File: src/rtl/axi_lite_reg_file_slave_if.sv
// AXI4-Lite bus bundle (AW, W, B, AR, R channels) for the register-file slave.
interface axi_lite_reg_file_slave_if #(
    parameter int DATA_W = 32,
    parameter int ADDR_W = 12
);
    logic [ADDR_W-1:0]   s_axi_awaddr;
    logic                s_axi_awvalid;
    logic                s_axi_awready;
    logic [DATA_W-1:0]   s_axi_wdata;
    logic [DATA_W/8-1:0] s_axi_wstrb;
    logic                s_axi_wvalid;
    logic                s_axi_wready;
    logic [1:0]          s_axi_bresp;
    logic                s_axi_bvalid;
    logic                s_axi_bready;
    logic [ADDR_W-1:0]   s_axi_araddr;
    logic                s_axi_arvalid;
    logic                s_axi_arready;
    logic [DATA_W-1:0]   s_axi_rdata;
    logic [1:0]          s_axi_rresp;
    logic                s_axi_rvalid;
    logic                s_axi_rready;

    modport slave (
        input  s_axi_awaddr, s_axi_awvalid, s_axi_wdata, s_axi_wstrb, s_axi_wvalid,
               s_axi_bready, s_axi_araddr, s_axi_arvalid, s_axi_rready,
        output s_axi_awready, s_axi_wready, s_axi_bresp, s_axi_bvalid,
               s_axi_arready, s_axi_rdata, s_axi_rresp, s_axi_rvalid
    );

    modport master (
        output s_axi_awaddr, s_axi_awvalid, s_axi_wdata, s_axi_wstrb, s_axi_wvalid,
               s_axi_bready, s_axi_araddr, s_axi_arvalid, s_axi_rready,
        input  s_axi_awready, s_axi_wready, s_axi_bresp, s_axi_bvalid,
               s_axi_arready, s_axi_rdata, s_axi_rresp, s_axi_rvalid
    );
endinterface

File: src/rtl/axi_lite_reg_file_slave.sv
// AXI4-Lite slave front-end for a register file: independent write and read
// FSMs, word-aligned index decode, single-cycle register strobes, OKAY/SLVERR.
// Optional feature macro: AXI_LITE_REG_FILE_SLAVE_WSTRB_EN (pass wstrb through
// to reg_wr_strb; when undefined every write is full-word).
module axi_lite_reg_file_slave #(
    parameter int DATA_W   = 32,
    parameter int ADDR_W   = 12,
    parameter int NUM_REGS = 16,
    localparam int STRB_W  = DATA_W / 8,
    localparam int IDX_W   = (NUM_REGS > 1) ? $clog2(NUM_REGS) : 1
) (
    input  logic                 clk,
    input  logic                 rst,
    axi_lite_reg_file_slave_if.slave s_axi,
    output logic                 reg_wr_en,
    output logic [IDX_W-1:0]     reg_wr_idx,
    output logic [DATA_W-1:0]    reg_wr_data,
    output logic [STRB_W-1:0]    reg_wr_strb,
    output logic                 reg_rd_en,
    output logic [IDX_W-1:0]     reg_rd_idx,
    input  logic [DATA_W-1:0]    reg_rd_data
);
    localparam int LSB    = $clog2(STRB_W);
    localparam int FULL_W = ADDR_W - LSB;

    localparam logic [1:0] RESP_OKAY   = 2'b00;
    localparam logic [1:0] RESP_SLVERR = 2'b10;

    typedef enum logic [1:0] {W_IDLE, W_EXEC, W_RESP} wr_state_e;
    typedef enum logic [1:0] {R_IDLE, R_EXEC, R_CAP, R_RESP} rd_state_e;

    // Full word index (all address bits above the byte offset) and range checks
    logic [FULL_W-1:0] aw_full;
    logic [FULL_W-1:0] ar_full;
    logic              aw_in_range;
    logic              ar_in_range;

    assign aw_full     = s_axi.s_axi_awaddr[ADDR_W-1:LSB];
    assign ar_full     = s_axi.s_axi_araddr[ADDR_W-1:LSB];
    assign aw_in_range = 32'(aw_full) < 32'(NUM_REGS);
    assign ar_in_range = 32'(ar_full) < 32'(NUM_REGS);

    // Byte-offset bits are deliberately ignored (unaligned addresses are not flagged)
    logic unused_addr_lsbs;
`ifdef AXI_LITE_REG_FILE_SLAVE_WSTRB_EN
    assign unused_addr_lsbs = ^{s_axi.s_axi_awaddr[LSB-1:0], s_axi.s_axi_araddr[LSB-1:0]};
`else
    assign unused_addr_lsbs = ^{s_axi.s_axi_awaddr[LSB-1:0], s_axi.s_axi_araddr[LSB-1:0],
                                s_axi.s_axi_wstrb};
`endif

    // ------------------------------------------------------------------
    // Write path
    // ------------------------------------------------------------------
    wr_state_e         wr_state_q, wr_state_d;
    logic              aw_got_q, aw_got_d;
    logic              w_got_q, w_got_d;
    logic [IDX_W-1:0]  wr_idx_q, wr_idx_d;
    logic              wr_ok_q, wr_ok_d;
    logic [DATA_W-1:0] wr_data_q, wr_data_d;
    logic [STRB_W-1:0] wr_strb_q, wr_strb_d;
    logic [1:0]        bresp_q, bresp_d;
    logic              aw_hs;
    logic              w_hs;

    // Readies are gated by rst so they read 0 during reset and 1 as soon as it falls
    assign s_axi.s_axi_awready = !rst && (wr_state_q == W_IDLE) && !aw_got_q;
    assign s_axi.s_axi_wready  = !rst && (wr_state_q == W_IDLE) && !w_got_q;
    assign s_axi.s_axi_bvalid  = (wr_state_q == W_RESP);
    assign s_axi.s_axi_bresp   = bresp_q;

    assign aw_hs = s_axi.s_axi_awvalid && s_axi.s_axi_awready;
    assign w_hs  = s_axi.s_axi_wvalid  && s_axi.s_axi_wready;

    assign reg_wr_en   = (wr_state_q == W_EXEC) && wr_ok_q;
    assign reg_wr_idx  = wr_idx_q;
    assign reg_wr_data = wr_data_q;
    assign reg_wr_strb = wr_strb_q;

    // Write FSM state and latched AW/W payload registers
    always_ff @(posedge clk or posedge rst) begin
        if (rst) begin
            wr_state_q <= W_IDLE;
            aw_got_q   <= 1'b0;
            w_got_q    <= 1'b0;
            wr_idx_q   <= '0;
            wr_ok_q    <= 1'b0;
            wr_data_q  <= '0;
            wr_strb_q  <= '0;
            bresp_q    <= RESP_OKAY;
        end else begin
            wr_state_q <= wr_state_d;
            aw_got_q   <= aw_got_d;
            w_got_q    <= w_got_d;
            wr_idx_q   <= wr_idx_d;
            wr_ok_q    <= wr_ok_d;
            wr_data_q  <= wr_data_d;
            wr_strb_q  <= wr_strb_d;
            bresp_q    <= bresp_d;
        end
    end

    // Write FSM next state: collect AW and W in any order, strobe, then respond
    always_comb begin
        wr_state_d = wr_state_q;
        aw_got_d   = aw_got_q;
        w_got_d    = w_got_q;
        wr_idx_d   = wr_idx_q;
        wr_ok_d    = wr_ok_q;
        wr_data_d  = wr_data_q;
        wr_strb_d  = wr_strb_q;
        bresp_d    = bresp_q;
        case (wr_state_q)
            W_IDLE: begin
                if (aw_hs) begin
                    aw_got_d = 1'b1;
                    wr_idx_d = aw_full[IDX_W-1:0];
                    wr_ok_d  = aw_in_range;
                end
                if (w_hs) begin
                    w_got_d   = 1'b1;
                    wr_data_d = s_axi.s_axi_wdata;
`ifdef AXI_LITE_REG_FILE_SLAVE_WSTRB_EN
                    wr_strb_d = s_axi.s_axi_wstrb;
`else
                    wr_strb_d = '1;
`endif
                end
                // Both flags clear on leaving IDLE; readies stay low via the state check
                if ((aw_got_q || aw_hs) && (w_got_q || w_hs)) begin
                    wr_state_d = W_EXEC;
                    aw_got_d   = 1'b0;
                    w_got_d    = 1'b0;
                end
            end
            W_EXEC: begin
                bresp_d    = wr_ok_q ? RESP_OKAY : RESP_SLVERR;
                wr_state_d = W_RESP;
            end
            W_RESP: begin
                if (s_axi.s_axi_bready) begin
                    wr_state_d = W_IDLE;
                end
            end
            default: wr_state_d = W_IDLE;
        endcase
    end

    // ------------------------------------------------------------------
    // Read path
    // ------------------------------------------------------------------
    rd_state_e         rd_state_q, rd_state_d;
    logic [IDX_W-1:0]  rd_idx_q, rd_idx_d;
    logic              rd_ok_q, rd_ok_d;
    logic [DATA_W-1:0] rdata_q, rdata_d;
    logic [1:0]        rresp_q, rresp_d;
    logic              ar_hs;

    assign s_axi.s_axi_arready = !rst && (rd_state_q == R_IDLE);
    assign s_axi.s_axi_rvalid  = (rd_state_q == R_RESP);
    assign s_axi.s_axi_rdata   = rdata_q;
    assign s_axi.s_axi_rresp   = rresp_q;

    assign ar_hs = s_axi.s_axi_arvalid && s_axi.s_axi_arready;

    assign reg_rd_en  = (rd_state_q == R_EXEC) && rd_ok_q;
    assign reg_rd_idx = rd_idx_q;

    // Read FSM state and captured response registers
    always_ff @(posedge clk or posedge rst) begin
        if (rst) begin
            rd_state_q <= R_IDLE;
            rd_idx_q   <= '0;
            rd_ok_q    <= 1'b0;
            rdata_q    <= '0;
            rresp_q    <= RESP_OKAY;
        end else begin
            rd_state_q <= rd_state_d;
            rd_idx_q   <= rd_idx_d;
            rd_ok_q    <= rd_ok_d;
            rdata_q    <= rdata_d;
            rresp_q    <= rresp_d;
        end
    end

    // Read FSM next state: latch index, strobe, capture one cycle later, respond
    always_comb begin
        rd_state_d = rd_state_q;
        rd_idx_d   = rd_idx_q;
        rd_ok_d    = rd_ok_q;
        rdata_d    = rdata_q;
        rresp_d    = rresp_q;
        case (rd_state_q)
            R_IDLE: begin
                if (ar_hs) begin
                    rd_idx_d   = ar_full[IDX_W-1:0];
                    rd_ok_d    = ar_in_range;
                    rd_state_d = R_EXEC;
                end
            end
            R_EXEC: rd_state_d = R_CAP;
            R_CAP: begin
                rdata_d    = rd_ok_q ? reg_rd_data : '0;
                rresp_d    = rd_ok_q ? RESP_OKAY : RESP_SLVERR;
                rd_state_d = R_RESP;
            end
            R_RESP: begin
                if (s_axi.s_axi_rready) begin
                    rd_state_d = R_IDLE;
                end
            end
            default: rd_state_d = R_IDLE;
        endcase
    end
endmodule

File: src/flat_wrapper.sv
// flat-port wrapper written by rule: the top's interface ports become plain ports
module axi_lite_reg_file_slave_flat 
#(
    parameter int DATA_W   = 32,
    parameter int ADDR_W   = 12,
    parameter int NUM_REGS = 16,
    localparam int STRB_W  = DATA_W / 8,
    localparam int IDX_W   = (NUM_REGS > 1) ? $clog2(NUM_REGS) : 1
)
  (clk, rst, reg_wr_en, reg_wr_idx, reg_wr_data, reg_wr_strb, reg_rd_en, reg_rd_idx, reg_rd_data, s_axi_s_axi_awaddr, s_axi_s_axi_awvalid, s_axi_s_axi_wdata, s_axi_s_axi_wstrb, s_axi_s_axi_wvalid, s_axi_s_axi_bready, s_axi_s_axi_araddr, s_axi_s_axi_arvalid, s_axi_s_axi_rready, s_axi_s_axi_awready, s_axi_s_axi_wready, s_axi_s_axi_bresp, s_axi_s_axi_bvalid, s_axi_s_axi_arready, s_axi_s_axi_rdata, s_axi_s_axi_rresp, s_axi_s_axi_rvalid);
  axi_lite_reg_file_slave_if #(.DATA_W(DATA_W), .ADDR_W(ADDR_W)) s_axi_i ();
  input  logic clk;
  input  logic rst;
  output logic reg_wr_en;
  output logic [IDX_W-1:0] reg_wr_idx;
  output logic [DATA_W-1:0] reg_wr_data;
  output logic [STRB_W-1:0] reg_wr_strb;
  output logic reg_rd_en;
  output logic [IDX_W-1:0] reg_rd_idx;
  input  logic [DATA_W-1:0] reg_rd_data;
  input wire logic [$bits(s_axi_i.s_axi_awaddr)-1:0] s_axi_s_axi_awaddr;
  input wire logic [$bits(s_axi_i.s_axi_awvalid)-1:0] s_axi_s_axi_awvalid;
  input wire logic [$bits(s_axi_i.s_axi_wdata)-1:0] s_axi_s_axi_wdata;
  input wire logic [$bits(s_axi_i.s_axi_wstrb)-1:0] s_axi_s_axi_wstrb;
  input wire logic [$bits(s_axi_i.s_axi_wvalid)-1:0] s_axi_s_axi_wvalid;
  input wire logic [$bits(s_axi_i.s_axi_bready)-1:0] s_axi_s_axi_bready;
  input wire logic [$bits(s_axi_i.s_axi_araddr)-1:0] s_axi_s_axi_araddr;
  input wire logic [$bits(s_axi_i.s_axi_arvalid)-1:0] s_axi_s_axi_arvalid;
  input wire logic [$bits(s_axi_i.s_axi_rready)-1:0] s_axi_s_axi_rready;
  output wire logic [$bits(s_axi_i.s_axi_awready)-1:0] s_axi_s_axi_awready;
  output wire logic [$bits(s_axi_i.s_axi_wready)-1:0] s_axi_s_axi_wready;
  output wire logic [$bits(s_axi_i.s_axi_bresp)-1:0] s_axi_s_axi_bresp;
  output wire logic [$bits(s_axi_i.s_axi_bvalid)-1:0] s_axi_s_axi_bvalid;
  output wire logic [$bits(s_axi_i.s_axi_arready)-1:0] s_axi_s_axi_arready;
  output wire logic [$bits(s_axi_i.s_axi_rdata)-1:0] s_axi_s_axi_rdata;
  output wire logic [$bits(s_axi_i.s_axi_rresp)-1:0] s_axi_s_axi_rresp;
  output wire logic [$bits(s_axi_i.s_axi_rvalid)-1:0] s_axi_s_axi_rvalid;
  assign s_axi_i.s_axi_awaddr = s_axi_s_axi_awaddr;
  assign s_axi_i.s_axi_awvalid = s_axi_s_axi_awvalid;
  assign s_axi_i.s_axi_wdata = s_axi_s_axi_wdata;
  assign s_axi_i.s_axi_wstrb = s_axi_s_axi_wstrb;
  assign s_axi_i.s_axi_wvalid = s_axi_s_axi_wvalid;
  assign s_axi_i.s_axi_bready = s_axi_s_axi_bready;
  assign s_axi_i.s_axi_araddr = s_axi_s_axi_araddr;
  assign s_axi_i.s_axi_arvalid = s_axi_s_axi_arvalid;
  assign s_axi_i.s_axi_rready = s_axi_s_axi_rready;
  assign s_axi_s_axi_awready = s_axi_i.s_axi_awready;
  assign s_axi_s_axi_wready = s_axi_i.s_axi_wready;
  assign s_axi_s_axi_bresp = s_axi_i.s_axi_bresp;
  assign s_axi_s_axi_bvalid = s_axi_i.s_axi_bvalid;
  assign s_axi_s_axi_arready = s_axi_i.s_axi_arready;
  assign s_axi_s_axi_rdata = s_axi_i.s_axi_rdata;
  assign s_axi_s_axi_rresp = s_axi_i.s_axi_rresp;
  assign s_axi_s_axi_rvalid = s_axi_i.s_axi_rvalid;
  axi_lite_reg_file_slave #(.DATA_W(DATA_W), .ADDR_W(ADDR_W), .NUM_REGS(NUM_REGS)) u_core (.clk(clk), .rst(rst), .s_axi(s_axi_i), .reg_wr_en(reg_wr_en), .reg_wr_idx(reg_wr_idx), .reg_wr_data(reg_wr_data), .reg_wr_strb(reg_wr_strb), .reg_rd_en(reg_rd_en), .reg_rd_idx(reg_rd_idx), .reg_rd_data(reg_rd_data));
endmodule
File: config.mk
export PLATFORM = sky130hd
export DESIGN_NAME = axi_lite_reg_file_slave_flat
export DESIGN_NICKNAME = d
export VERILOG_FILES = /design/src/rtl/axi_lite_reg_file_slave_if.sv /design/src/rtl/axi_lite_reg_file_slave.sv /design/src/flat_wrapper.sv
export SDC_FILE = /design/constraint.sdc
export NUM_CORES = 1
export LEC_CHECK = 0
export ABC_AREA = 1
export BUFFER_PORTS_ARGS = -buffer_cell sky130_fd_sc_hd__buf_2
export CAP_MARGIN = 10
export CORE_UTILIZATION = 44
export CTS_CLUSTER_DIAMETER = 30
export CTS_CLUSTER_SIZE = 25
export DETAILED_ROUTE_END_ITERATION = 6
export MAX_ROUTING_LAYER = met4
export PLACE_DENSITY = 0.91
export SLEW_MARGIN = 20
export SYNTH_ARGS = -nofsm -noshare
export SYNTH_HDL_FRONTEND = slang
export SYNTH_SLANG_ARGS = --single-unit
File: constraint.sdc
create_clock -name clk -period 2.3 [get_ports clk]
set_input_delay 0.115 -clock clk [delete_from_list [all_inputs] [get_ports clk]]
set_output_delay 0.115 -clock clk [all_outputs]
set_load 0.01 [all_outputs]
==> results of run 1 <==
-- registers in the layout, indices dropped and copies added, names as in the netlist, 2 cells and up --
register and flops:
u_core.reg_wr_idx 4, u_core.reg_rd_idx 4, u_core.wr_state_q 2, u_core.s_axi.s_axi_rdata 32
u_core.reg_wr_data 32, u_core.rd_state_q 2
-- timing repair --
item | 4_1_cts | 5_1_grt
hold endpoints to repair | 77 | 0
hold buffers | 53 | 0
setup buffers | 0 | 0
-- synth_stat cells (all sizes together) --
library cell / number
a21oi: 2
a22o: 32
a31oi: 1
buf: 16
clkbuf: 5
conb: 1
dfrtp: 83
ha: 5
inv: 15
nand2: 99
nand3: 44
nand4: 2
nor2: 16
o21ai: 4
o21bai: 1
-- final cells by class --
class                      count  area, µm²  share of cell area, %
timing repair buffer         233       1444                  28.88
multi-input combinational    208       1104                  22.07
tap                           99      123.9                  2.477
clock buffer                  11      141.4                  2.828
clock inverter                 5      52.55                  1.051
inverter                      15      57.56                  1.151
sequential                    83       2077                  41.54
-- logic make-up (layout without fill, tap and decap cells) --
| kind of cell | after synthesis | after routing | synth area share, % |
|---|---|---|---|
| flip-flops | 83 | 83 | 61.62 |
| adder cells (fa/ha/maj) | 5 | 5 | 1.856 |
| other | 1 | 2 | 0.1113 |
| AO/OA/AOI/OAI | 40 | 40 | 9.614 |
| buffers and inverters | 36 | 264 | 5.753 |
| AND/OR/NAND/NOR | 161 | 161 | 21.05 |
-- worst min-delay path by stage --
stage / from / to / slack [ps] / cells past startpoint
detailed placement: rst / u_core.w_got_q / 40 / 2
floorplan: reg_rd_data[31] / u_core.s_axi.s_axi_rdata[31] / 250 / 1
finish: s_axi_s_axi_wdata[28] / u_core.reg_wr_data[28] / 10 / 3
global route: reg_rd_data[4] / u_core.s_axi.s_axi_rdata[4] / 5 / 2
global placement: rst / u_core.w_got_q / 40 / 2
CTS: s_axi_s_axi_wdata[28] / u_core.reg_wr_data[28] / 0.09 / 3
-- worst max-delay path, stage by stage, from the launching register on --
cell	delay [ps]
dfrtp_1	410
inv_1	100
ha_1	240
inv_1	700
a22o_1	300
-- routing by layer --
layer  track usage, %  share of wire, %
met4            8.658               1.7
met3            5.078               7.6
met2            40.11                49
met5                -                 0
met1            26.10                42
-- metrics by stage --
| step | worst slack (ps) | cells | util [%] |
|---|---|---|---|
| 3_3_place_gp | 656.6 | 585 | 58.32 |
| 4_1_cts | 503.6 | 654 | 68.20 |
| 2_1_floorplan | 384.7 | 327 | - |
| 3_5_place_dp | 552.3 | 585 | 58.32 |
| 6_report | 474.2 | 654 | 68.20 |
| 5_1_grt | 357.3 | 654 | 68.20 |
-- cell usage in the layout, fill, tap and decap left out, types with 2 or more instances in the layout --
master and n:
conb_1 2, inv_1 14, nor2_1 13, a22o_1 32, ha_1 5, clkbuf_8 10, dlygate4sd3_1 53, nand2_1 98
o21ai_0 4, dfrtp_1 83, buf_4 5, nand3_1 43, clkinv_2 4, buf_2 175, a21oi_1 2
-- power groups by stage --
stage	clock [mW]	combinational, mW	sequential [mW]
2_1_floorplan	0	0.862	2.31
3_3_place_gp	0	1.58	2.12
3_5_place_dp	0	1.65	2.14
4_1_cts	1.04	1.72	2.12
5_1_grt	1.09	1.94	2.17
6_report	1.01	1.73	2.12
==> flow_metrics.env, run 1 <==
export IMPL_wl_per_cell_um=14.09
export IMPL_period_needed_ps=1826
export IMPL_finalSetupViolCount=0
export IMPL_grt_pass1_wl_mm=13.51
export IMPL_postRouteAntennaNets=0
export IMPL_reg2reg_depth=4
export IMPL_pin_count=186
export IMPL_drtIter0Drc=142
export IMPL_placed_area_mm2=0.004275
export IMPL_grt_pass1_vias=3035
export IMPL_cts_sinks=83
export IMPL_fin_area_mm2=0.005000
export IMPL_max_slew_worst_pin_slew_ps=950.1
export IMPL_initial_core_util_pct=45.98
export IMPL_peakVddDrop_v=0.0004455
export IMPL_cp_end_kind="flip-flop"
export IMPL_grt_max_degree=40
export IMPL_cellPowerDensity_mw_per_mm2=973.6
export IMPL_postSynthAreaPerCell_um2=10.34
export IMPL_num_nets_final=654
export IMPL_clk_pin_slew_ps=80
export IMPL_vias=3251
export IMPL_htree_num_levels=3
export IMPL_drc=0
export IMPL_coreArea_mm2=0.007331
export IMPL_yosysSeqAreaShare_pct=61.62
export IMPL_power_total_mw=4.868
export IMPL_die_w_um=89.53
export IMPL_die_area_mm2=0.008015
export IMPL_syn_area_mm2=0.003371
export IMPL_synth_top_area_share_pct=61.62
export IMPL_leakagePower_nw=2.861
export IMPL_timing_fmax_ghz=0.5477
export IMPL_grt_overflow=0
export IMPL_cts_tree="done"
export IMPL_antenna_cells=0
export IMPL_start_kind="flip-flop"
export IMPL_comb_power_share_pct=35.5
export IMPL_first_pass_iters=6
export IMPL_cts_buffers=9
export IMPL_slew_viol_final=0
export IMPL_crit_required_ps=2570
export IMPL_yosysTopAreaCell="dfrtp_1"
export IMPL_synthCells=326
export IMPL_cp_arrival_ps=2090
export IMPL_reg2reg_from="u_core.rd_state_q[0]"
export IMPL_crit_type="reg -> reg"
export IMPL_synth_area_leaders="dfrtp_1 62%, nand2_1 11%, a22o_1 8.3%"
export IMPL_max_cap_violations=0
export IMPL_avgViaCountPerCell=4.971
export IMPL_finalWeightedCongestion=0.8092
export IMPL_clk_path_buf_depth=2
export IMPL_area_delta_synth_final_pct=48.33
export IMPL_clock_skew_ps=10.72
export IMPL_power_frac_seq_pct=43.6
export IMPL_r2r_end="u_core.s_axi.s_axi_rdata[27]"
export IMPL_report_final_hold_viol_count=0
export IMPL_startpoint="u_core.rd_state_q[0]"
export IMPL_post_route_period_util_pct=79.38
export IMPL_tns_ps=0
export IMPL_drive_gt1_share_pct=36.40
export IMPL_nFillCells=517
export IMPL_wirelength_mm=9.218
export IMPL_p_switching_mw=1.764
export IMPL_outcome="completed"
export IMPL_ys_ff_latch=83
export IMPL_dpl_hpwl_mm=5.593
export IMPL_track_usage_pct=23.09
export IMPL_io_buffer_count=175
export IMPL_holdCritPathClass="in -> reg"
export IMPL_p_int_mw=3.104
export IMPL_relSlewSlack_pct=36.59
export IMPL_switching_share_pct=36.24
export IMPL_clock_latency_ps=340
export IMPL_rrSetupSlack_ps=470
export IMPL_holdWs_ps=10.98
export IMPL_synthDistinctLibCells=24
export IMPL_ctsResizeCount=0
export IMPL_critical_path_peak_fanout=32
export IMPL_cts_root_buf="clkbuf_8"
export IMPL_crit_end="u_core.s_axi.s_axi_rdata[27]"
export IMPL_clockPowerShare_pct=20.8
export IMPL_die_h_um=89.53
export IMPL_ys_warn_count=0
export IMPL_antenna_found_initial=0
export IMPL_rows=31
export IMPL_rsz0062_at_grt="false"
No activity file was read; power rests on OpenSTA's default activity.
==> inputs of run 2 (changes only) <==
ABC_AREA = 0   (was 1)
CORE_UTILIZATION = 45   (was 44)
PLACE_DENSITY = 0.92   (was 0.91)
clock period = 1.9 ns   (was 2.3 ns; I/O delays follow)
==> run 2 against run 1 <==
  * Critical path depth down 1
  * Clock skew is 3.1 ps higher
  * Critical path type unchanged
  * Sequential cell count unchanged
  * Maximum frequency is 13% higher
  * Die area up 2.1%
  * Sequential share of layout area shrank 3.5 points
==> flow_metrics.env, run 2 <==
export IMPL_cp_cell_sequence="or2_1, nor3_4, mux2_2"
export IMPL_vias=3089
export IMPL_crit_required_ps=2130
export IMPL_start_kind="flip-flop"
export IMPL_coreArea_mm2=0.007408
export IMPL_cp_arrival_ps=1850
export IMPL_die_w_um=90.44
export IMPL_cts_root_buf="clkbuf_8"
export IMPL_first_pass_iters=6
export IMPL_holdCritPathClass="in -> reg"
export IMPL_grt_pass1_wl_mm=16.15
export IMPL_synthArstFlopShare_pct=100.0
export IMPL_path_delay_family="simple AND/OR/NAND/NOR gates"
export IMPL_finalSetupViolCount=0
export IMPL_grt_max_degree=44
export IMPL_synth_area_leaders="dfrtp_1 59%, mux2_4 12%, o21ai_0 4.8%"
export IMPL_clk_path_buf_depth=2
export IMPL_ys_warn_count=0
export IMPL_fin_ws_ps=283.1
export IMPL_ys_ff_latch=83
export IMPL_pin_count=186
export IMPL_fin_area_mm2=0.005465
export IMPL_leakagePower_nw=2.831
export IMPL_period_needed_ps=1617
export IMPL_peakVddDrop_v=0.0007012
export IMPL_rows=31
export IMPL_placed_area_mm2=0.004462
export IMPL_cts_setup_buffers=0
export IMPL_num_nets_final=646
export IMPL_wirelength_mm=9.963
export IMPL_max_stage_delay_ps=450
export IMPL_timing_fmax_ghz=0.6185
export IMPL_layout_common_cells="175 x buf_2, 83 x dfrtp_1, 79 x dlygate4sd3_1"
export IMPL_max_slew_worst_pin_slew_ps=558.0
export IMPL_synth_top_area_share_pct=59.01
export IMPL_synth_edf_count=0
export IMPL_wl_per_cell_um=15.40
export IMPL_grt_overflow=0
export IMPL_synthCells=289
export IMPL_postSynthAreaPerCell_um2=12.18
export IMPL_max_cap_violations=0
export IMPL_syn_area_mm2=0.003520
export IMPL_htree_num_levels=3
export IMPL_initial_core_util_pct=47.51
export IMPL_critical_path_peak_fanout=6
export IMPL_track_usage_pct=26.15
export IMPL_report_final_hold_viol_count=0
export IMPL_postRouteAntennaNets=0
export IMPL_crit_type="reg -> reg"
export IMPL_rsz0062_at_grt="false"
export IMPL_die_area_mm2=0.008179
export IMPL_yosysMostFrequentCell="dfrtp_1"
export IMPL_final_common_cell="buf_2"
export IMPL_relSlewSlack_pct=62.80
export IMPL_synthDistinctLibCells=32
export IMPL_synthFlopType="dfrtp_1"
export IMPL_drtIter0Drc=70
export IMPL_clock_skew_ps=13.87
export IMPL_grt_pass1_vias=3412
export IMPL_cts_tree="done"
export IMPL_cellPowerDensity_mw_per_mm2=1186
export IMPL_cts_sinks=83
export IMPL_synthTopCellsByCount="83 x dfrtp_1, 40 x inv_1, 35 x nand2_1"
export IMPL_clock_latency_ps=340
export IMPL_area_delta_synth_final_pct=55.28
export IMPL_slew_viol_final=0
export IMPL_post_route_period_util_pct=85.10
export IMPL_cts_buffers=9
export IMPL_clk_pin_slew_ps=90
export IMPL_power_total_mw=6.483
export IMPL_finalWeightedCongestion=0.7948
export IMPL_drive_gt1_share_pct=44.06
export IMPL_die_h_um=90.44
export IMPL_outcome="completed"
export IMPL_dpl_hpwl_mm=5.772
export IMPL_crit_path_top_delay_cell="dfrtp_1"
export IMPL_place_ws_ps=11.71
export IMPL_io_buffer_count=175
export IMPL_avgViaCountPerCell=4.774
export IMPL_yosysSeqAreaShare_pct=59.01
export IMPL_antenna_found_initial=1
export IMPL_tns_ps=0
export IMPL_yosysTopAreaCell="dfrtp_1"
export IMPL_path_buf_inv=0
export IMPL_cp_end_kind="flip-flop"
export IMPL_drc=0
-- run 2: cell count changes in the layout (fill, tap and decap cells not counted), moves of 10 or more --
cell / change
nand2_1: -63
nand3_1: -43
a22o_1: -32
o21ai_0: +30
mux2_4: +29
dlygate4sd3_1: +26
inv_1: +25
mux2_2: +12
nor2_1: -10
-- run 2: stage by stage --
step                      util [%]  hold slack (ps)  cells
after global placement       60.23            280.7    551
after detailed placement     60.23            293.7    551
after floorplan                  -            190.6    290
after global routing         73.77            14.39    647
final                        73.77            37.54    647
after CTS                    73.74            3.694    646
-- run 2: what timing repair did --
item,4_1_cts,5_1_grt
gates resized for setup,1,0
hold endpoints to repair,147,0
endpoints found under the setup margin,1,0
hold buffers,79,0
-- run 2: logic make-up after synthesis --
logic type	synth area share (%)
fa+ha+maj	1.777
buf+inv	7.323
mux	17.06
compound gates	6.363
flops	59.01
simple gates	8.355
other cells	0.1065
-- run 2: path summary, 6_finish.rpt --
path	from	to	slack, ps	depth (start not counted)
max	u_core.wr_state_q[1]	u_core.reg_wr_idx[3]	280	3
min	s_axi_s_axi_araddr[6]	u_core.rd_ok_q	40	3
max reg2reg	u_core.wr_state_q[1]	u_core.reg_wr_idx[3]	280	3
min reg2reg	u_core.wr_ok_q	u_core.s_axi.s_axi_bresp[1]	480	1
max in group asynchronous	rst	u_core.reg_wr_data[27]	990	4
min in group asynchronous	rst	u_core.s_axi.s_axi_rdata[30]	530	4
-- run 2: cell type report --
class                   instances  area (µm²)
diodes                          1       2.502
clock buffers                  10       137.6
clock inverters                 6       71.32
fillers                       488        1943
inverters                      40       153.9
multi-input cells             150        1190
flip-flops and latches         83        2077
well taps                      99       123.9
repair buffers                258        1709
-- run 2: power breakdown --
| part | internal [mW] | total, mW | leakage (nW) | switching, mW |
|---|---|---|---|---|
| combinational | 1.34 | 2.48 | 1.67 | 1.14 |
| clock | 0.660 | 1.31 | 0.105 | 0.654 |
| sequential | 2.32 | 2.69 | 1.05 | 0.375 |
| total | 4.32 | 6.48 | 2.83 | 2.17 |
-- run 2: worst reg2reg max path: cells and delay by family, from the launching register on --
family,cells,cell delay [ps]
DFF,1,450
muxes,1,380
and+or+nand+nor,2,680
-- run 2: layer usage --
metal	track usage [%]	part of all wire, %	vias up
li1	-	-	1431
met1	25.83	36	1498
met3	4.630	3.7	34
met4	12.77	3.9	0
met2	49.11	56	126
met5	-	0	-
